**src/rtl/counter_sched_pkg.sv**
```systemverilog
// -----------------------------------------------------------------------------
// counter_sched_pkg
//   Shared types and helpers for the counter scheduler.
//   - sched_state_t : FSM states of the job sequencer
//   - id_width()    : width of a requester index for a given requester count
// -----------------------------------------------------------------------------
package counter_sched_pkg;

  typedef enum logic [1:0] {
    S_IDLE = 2'd0,
    S_LOAD = 2'd1,
    S_RUN  = 2'd2,
    S_DONE = 2'd3
  } sched_state_t;

  // Index width for n requesters. A single-bit index is kept as a floor so
  // that port and register widths never collapse to zero.
  function automatic int id_width(input int n);
    return (n > 1) ? $clog2(n) : 1;
  endfunction

endpackage : counter_sched_pkg

```
**src/rtl/counter_scheduler_rr_arbiter.sv**
```systemverilog
// -----------------------------------------------------------------------------
// rr_arbiter
//   Combinational round-robin pick. The search starts at i_last+1 and wraps,
//   so the most recent winner has the lowest priority.
//
//   Ports
//     i_req    : per-requester request vector
//     i_last   : index of the previous winner
//     o_onehot : one-hot winner (all zero when nothing is requested)
//     o_idx    : binary winner index (0 when nothing is requested)
//     o_valid  : at least one request is present
// -----------------------------------------------------------------------------
module rr_arbiter
  import counter_sched_pkg::*;
#(
  parameter  int NUM_REQ = 4,
  localparam int ID_W    = id_width(NUM_REQ)
) (
  input  logic [NUM_REQ-1:0] i_req,
  input  logic [ID_W-1:0]    i_last,
  output logic [NUM_REQ-1:0] o_onehot,
  output logic [ID_W-1:0]    o_idx,
  output logic               o_valid
);

  logic [ID_W-1:0] w_cand;

  // NOTE: every output of a combinational block is given a default before any
  // conditional assignment; a path that leaves one unassigned infers a latch.
  always_comb begin
    o_onehot = '0;
    o_idx    = '0;
    o_valid  = 1'b0;
    w_cand   = '0;
    // Offsets 1..NUM_REQ visit every requester once, the previous winner last.
    for (int off = 1; off <= NUM_REQ; off++) begin
      w_cand = ID_W'((int'(i_last) + off) % NUM_REQ);
      if (!o_valid && i_req[w_cand]) begin
        o_valid = 1'b1;
        o_idx   = w_cand;
      end
    end
    if (o_valid) begin
      o_onehot[o_idx] = 1'b1;
    end
  end

endmodule : rr_arbiter

```
**src/rtl/counter_scheduler.sv**
```systemverilog
// -----------------------------------------------------------------------------
// counter_scheduler
//   Shares one up/down counter among NUM_REQ requesters. A round-robin arbiter
//   picks one job at a time; the job loads the counter, steps it len times in
//   its requested direction and reports completion with a one-cycle done pulse.
//
//   Ports
//     clk      : clock, rising edge
//     reset    : asynchronous active-low reset
//     req      : per-requester job request (level)
//     req_init : packed start values, requester i at [i*WIDTH +: WIDTH]
//     req_dir  : per-requester direction, 1 = up, 0 = down
//     req_len  : packed step counts, requester i at [i*LEN_W +: LEN_W]
//     abort    : end the current job early (honoured in LOAD and RUN)
//     grant    : one-hot acknowledge, high for the LOAD cycle only
//     busy     : a job is in progress
//     count    : live counter value
//     done     : one-cycle job-complete pulse
//     done_id  : index of the finished job
//     aborted  : qualifies done, the job ended through abort
// -----------------------------------------------------------------------------
module counter_scheduler
  import counter_sched_pkg::*;
#(
  parameter  int WIDTH   = 4,
  parameter  int NUM_REQ = 4,
  parameter  int LEN_W   = 4,
  localparam int ID_W    = id_width(NUM_REQ)
) (
  input  logic                     clk,
  input  logic                     reset,
  input  logic [NUM_REQ-1:0]       req,
  input  logic [NUM_REQ*WIDTH-1:0] req_init,
  input  logic [NUM_REQ-1:0]       req_dir,
  input  logic [NUM_REQ*LEN_W-1:0] req_len,
  input  logic                     abort,
  output logic [NUM_REQ-1:0]       grant,
  output logic                     busy,
  output logic [WIDTH-1:0]         count,
  output logic                     done,
  output logic [ID_W-1:0]          done_id,
  output logic                     aborted
);

  sched_state_t r_state;
  sched_state_t w_next_state;

  logic [WIDTH-1:0] r_count;
  logic [LEN_W-1:0] r_remaining;
  logic [WIDTH-1:0] r_init;
  logic             r_dir;
  logic [LEN_W-1:0] r_len;
  logic [ID_W-1:0]  r_winner;
  logic [ID_W-1:0]  r_last_winner;
  logic             r_aborted;

  logic [NUM_REQ-1:0] w_arb_onehot;
  logic [ID_W-1:0]    w_arb_idx;
  logic               w_arb_valid;
  logic [WIDTH-1:0]   w_count_step;
  logic [WIDTH-1:0]   w_sel_init;
  logic [LEN_W-1:0]   w_sel_len;
  logic               w_sel_dir;

  rr_arbiter #(
    .NUM_REQ (NUM_REQ)
  ) u_arb (
    .i_req    (req),
    .i_last   (r_last_winner),
    .o_onehot (w_arb_onehot),
    .o_idx    (w_arb_idx),
    .o_valid  (w_arb_valid)
  );

  // Fields of the requester the arbiter is currently pointing at.
  assign w_sel_init = req_init[int'(w_arb_idx)*WIDTH +: WIDTH];
  assign w_sel_len  = req_len[int'(w_arb_idx)*LEN_W +: LEN_W];
  assign w_sel_dir  = req_dir[w_arb_idx];

  // Arithmetic wraps modulo 2^WIDTH by truncation.
  assign w_count_step = r_dir ? (r_count + WIDTH'(1)) : (r_count - WIDTH'(1));

  // ---------------------------------------------------------------------------
  // FSM state register
  // ---------------------------------------------------------------------------
  // NOTE: sequential state is written with non-blocking assignments so every
  // register samples pre-edge values, independent of statement order.
  always_ff @(posedge clk or negedge reset) begin
    if (!reset) begin
      r_state <= S_IDLE;
    end else begin
      r_state <= w_next_state;
    end
  end

  // ---------------------------------------------------------------------------
  // Next-state logic
  // ---------------------------------------------------------------------------
  always_comb begin
    w_next_state = r_state;
    unique case (r_state)
      S_IDLE: begin
        if (w_arb_valid) begin
          w_next_state = S_LOAD;
        end
      end
      S_LOAD: begin
        if (abort || (r_len == '0)) begin
          w_next_state = S_DONE;
        end else begin
          w_next_state = S_RUN;
        end
      end
      S_RUN: begin
        // Leave on the edge that takes remaining from 1 to 0.
        if (abort || (r_remaining == LEN_W'(1))) begin
          w_next_state = S_DONE;
        end
      end
      S_DONE: begin
        w_next_state = S_IDLE;
      end
      default: begin
        w_next_state = S_IDLE;
      end
    endcase
  end

  // ---------------------------------------------------------------------------
  // Job registers and counter datapath
  // ---------------------------------------------------------------------------
  always_ff @(posedge clk or negedge reset) begin
    if (!reset) begin
      r_count       <= '0;
      r_remaining   <= '0;
      r_init        <= '0;
      r_dir         <= 1'b0;
      r_len         <= '0;
      r_winner      <= '0;
      // Pointer at the last requester gives requester 0 first priority.
      r_last_winner <= ID_W'(NUM_REQ - 1);
      r_aborted     <= 1'b0;
    end else begin
      unique case (r_state)
        S_IDLE: begin
          // Job fields are captured here so later req changes cannot disturb
          // the job once it has been accepted.
          if (w_arb_valid) begin
            r_init    <= w_sel_init;
            r_dir     <= w_sel_dir;
            r_len     <= w_sel_len;
            r_winner  <= w_arb_idx;
            r_aborted <= 1'b0;
          end
        end
        S_LOAD: begin
          // The counter takes init even when the job is aborted here.
          r_count     <= r_init;
          r_remaining <= r_len;
          if (abort) begin
            r_aborted <= 1'b1;
          end
        end
        S_RUN: begin
          if (abort) begin
            r_aborted <= 1'b1;
          end else begin
            r_count     <= w_count_step;
            r_remaining <= r_remaining - LEN_W'(1);
          end
        end
        S_DONE: begin
          r_last_winner <= r_winner;
        end
        default: begin
        end
      endcase
    end
  end

  // ---------------------------------------------------------------------------
  // Outputs
  // ---------------------------------------------------------------------------
  always_comb begin
    grant = '0;
    if (r_state == S_LOAD) begin
      grant[r_winner] = 1'b1;
    end
  end

  assign busy    = (r_state != S_IDLE);
  assign done    = (r_state == S_DONE);
  assign done_id = r_winner;
  assign aborted = done & r_aborted;
  assign count   = r_count;

endmodule : counter_scheduler

```
**config.mk**
```make
export PLATFORM = sky130hd
export DESIGN_NAME = counter_scheduler
export DESIGN_NICKNAME = d
export VERILOG_FILES = /design/src/rtl/counter_sched_pkg.sv /design/src/rtl/counter_scheduler_rr_arbiter.sv /design/src/rtl/counter_scheduler.sv
export SDC_FILE = /design/constraint.sdc
export NUM_CORES = 1
export LEC_CHECK = 0
export CAP_MARGIN = 5
export CORE_AREA = 3 3 56 84
export CTS_BUF_LIST = sky130_fd_sc_hd__clkbuf_16
export CTS_CLUSTER_SIZE = 24
export DETAILED_ROUTE_END_ITERATION = 6
export DIE_AREA = 0 0 59 87
export PLACE_DENSITY = 0.74
export REMOVE_ABC_BUFFERS = 1
export SYNTH_ARGS = -nofsm -noshare
export SYNTH_HDL_FRONTEND = slang
export SYNTH_SLANG_ARGS = --single-unit
```
**constraint.sdc**
```tcl
create_clock -name clk -period 1.8 [get_ports clk]
set_input_delay 0.36 -clock clk [delete_from_list [all_inputs] [get_ports clk]]
set_output_delay 0.36 -clock clk [all_outputs]
set_load 0.02 [all_outputs]
```
==> impl_results.md <==
- Hold Vio Cnt, Final: 0
- Slowest-stage cell, CP: dfstp_2
- Fin crit share: 103.6%
- Synth warnings: 0
- Largest net degree at the start of global routing: 25
- Clk Tree Root Cell: clkbuf_16
- Die Wd: 59 um
- Via count: 1523
- HPWL after DPL: 3148 um
- Max-slew violations: 0
- Fin Clk Skew: 0.004530 ns
- R2r worst-path depth: 6
- Routed len/inst: 15.97 um
- First-pass GRT wire length: 6920 um
- Deepest clock path buffer count: 2
- Final RePlAce weighted congestion: 0.7034
- CP Buf/Inv Count: 1
- Routed wire length: 4568 um
- CP delay by family, top: flip-flops
- Mapped cell area: 1639 um2
- Max-Cap Viols: 0
- Reg2reg setup slack: -0.07 ns
- Vias per cell: 5.325
- CTS buffer count: 3
- Initial Util: 41.04%
- Register area share after synthesis: 36.79%
- Reg2reg end: r_dir
- Filler cell count: 334
- Core Region: 3994 um2
- Worst slack at placement: -0.2322 ns
- Postcts setup bufs: 0
- Max_slew headroom: 77.20%
- # hold bufs at CTS: 0
- Iter 0 DRT Violations: 60
- Global Route Usage Sum: 17.32%
- Area Overhead vs Synth: 56.95%
- Finished Cell Area: 2572 um2
- CP peak stage delay: 0.60 ns
- Crit path launch: r_last_winner[1]
- Setup TNS: -0.1998 ns
- Synth top area share: 33.59%
- VDD IR-drop max: 0.9883 mV
- Die ar.: 5133 um2
- Worst-path cell chain: nand2b_4 -> a21oi_4 -> o221ai_4 -> clkbuf_16 -> mux2i_1 -> o221ai_1
- Worst Path Arrival: 2.00 ns
- RSZ-0062 raised after global routing: yes
- CTS clk-pin slew, worst paths: 0.07 ns
- Rows: 28
- Distinct cells, synth: 32
- Setup ws final: -0.06515 ns
- Status: finished, violations left
- Final hold slack: 0.4657 ns
- Clock sink count: 24
- DRT Pass-1 Iters: 6
- Startpoint Class: register
- I/O pin count: 56
- Worst Setup End Kind: register
- Violated checks: negative setup slack
- Nets@finish: 295
- Final Util: 64.41%
- Setup crit end: r_dir
- I/O Buffers: 55
- Ant diodes: 0
- Worst setup path class: reg2reg
- Critical Path Fanout Max: 7
- Final critical-path required period: 1.865 ns
- Worst-margin pin slew: 0.3388 ns
- H-tree levels: 1
- Chip height: 87 um
- Post-DP Area: 2344 um2
- Pwr dens: 1678 nW/um2
- Antenna-violating nets left: 0
- Initial antenna violation count: 0
- Grt ovf: 0
- Layout cells sized above 1: 19.92%
- DRC viols: 0
- Cell accounting for the most synthesized area: dfrtp_1
- Critical R2R Launch: r_last_winner[1]
- Worst-Skew Late Latency: 0.26 ns
- Seq cells post-synth: 24
- Fmax: 536.1 MHz
- Crit path depth: 6
- CTS tree: done
- CP required: 1.93 ns
- Vias in the first global route: 1552
- Mean area per synthesized cell: 9.699 um2
- Synth area leaders: dfrtp_1 34%, mux2i_1 15%, ha_1 6.9%
- LEAKAGE: 1.170 nW
- Mapped Cells: 169
- Final setup viols: 7
- Hold Crit Class: in2async
==> routing by layer <==
metal | vias up | part of all wire [%] | GRT usage, % | wire length, um
met5 | - | 0 | 0 | 0
met4 | 0 | 1.6 | 7.216 | 71
met3 | 6 | 2.5 | 1.632 | 115
met2 | 35 | 58 | 32.29 | 2632
met1 | 735 | 38 | 19.33 | 1749
li1 | 747 | - | - | -
==> synthesized netlist by cell type, drive strengths merged <==
master	number
nor3b	1
inv	7
a32oi	1
nor4	3
or2	1
dfstp	2
clkbuf	5
xnor2	3
nand2	19
nor2	7
fa	1
nor2b	4
o221ai	10
nand2b	7
xor2	3
and3	1
dfrtp	22
buf	5
ha	9
or3	1
a31oi	2
a21o	1
o21ai	9
mux2	3
a21oi	12
and2	1
mux2i	24
a211oi	5
==> worst min-delay path by stage <==
stage,from,to,slack [ns],cells after the start
final,reset,r_state[1],0.47,2
after global routing,reset,r_init[0],0.49,2
after CTS,reset,r_len[3],0.48,2
after detailed placement,r_init[1],r_init[1],0.49,2
after global placement,r_init[2],r_init[2],0.48,2
after floorplan,reset,count[0],0.06,0
==> sequential cells by signal, summed over array words and instances (netlist names) <==
register and flops:
done_id 2, r_remaining 4, r_dir 1, r_aborted 1, r_state 2, r_len 4, count 4, r_last_winner 2
r_init 4
==> report_power, final <==
| part | internal, W | leakage (nW) | switching [W] |
|---|---|---|---|
| logic | 0.00132 | 0.833 | 0.00123 |
| clock network | 0.000442 | 0.0511 | 0.000200 |
| registers | 0.000842 | 0.286 | 0.000282 |
| total | 0.00260 | 1.17 | 0.00171 |
==> stage by stage <==
stage	total power, W	instances
after floorplan	0.002526	159
after global placement	0.003418	279
after detailed placement	0.003463	279
after CTS	0.004126	283
after global routing	0.004641	286
final	0.004318	286
==> cells by family (layout without fill, tap and decap cells) <==
kind of cell / Yosys count / after routing / share of synthesized area [%]
muxes: 27 / 27 / 16.72
and+or+nand+nor: 45 / 45 / 13.44
xor gates and xnor gates: 6 / 6 / 3.207
buffers and inverters: 17 / 89 / 5.573
DFF: 24 / 24 / 36.79
adders and majority gates: 10 / 10 / 8.092
AOI/OAI and AO/OA: 40 / 40 / 16.18
==> cell usage in the layout (no fill, tap or decap), types with 2 or more instances in the layout <==
cell type,Yosys,final
clkdlybuf4s50_1,0,45
mux2i_1,24,22
dfrtp_1,22,22
nand2_1,19,19
buf_4,0,19
a21oi_1,12,10
o21ai_0,9,9
o221ai_1,9,9
ha_1,9,8
inv_1,7,7
nor2_1,7,7
nand2b_1,7,6
a211oi_1,5,5
clkbuf_16,0,5
xnor2_1,3,3
mux2_2,3,3
xor2_1,3,3
nor2b_1,3,3
dlymetal6s2s_1,0,3
clkdlybuf4s15_2,0,3
nor4_1,3,2
a31oi_1,2,2
mux2i_2,0,2
buf_2,3,2
dfstp_2,2,2
==> area by class of cell <==
cell class              instances  area [um2]  share of cell area (%)
clock buffers                   3       75.07                   2.918
clock inverters                 1       30.03                   1.167
inverters                       7       26.28                   1.021
multi-input cells             128        1012                   39.35
flip-flops and latches         24       603.1                   23.44
well taps                      45       56.30                   2.189
repair buffers                 78       769.5                   29.91
==> timing repair <==
item / in CTS / in global routing
resized for setup: 19 / 18
gates cloned: 0 / 3
pin swaps: 0 / 5
endpoints found under the hold margin: 0 / 0
endpoints found under the setup margin: 7 / 15
Note: power is estimated with default switching activity, not from simulation.
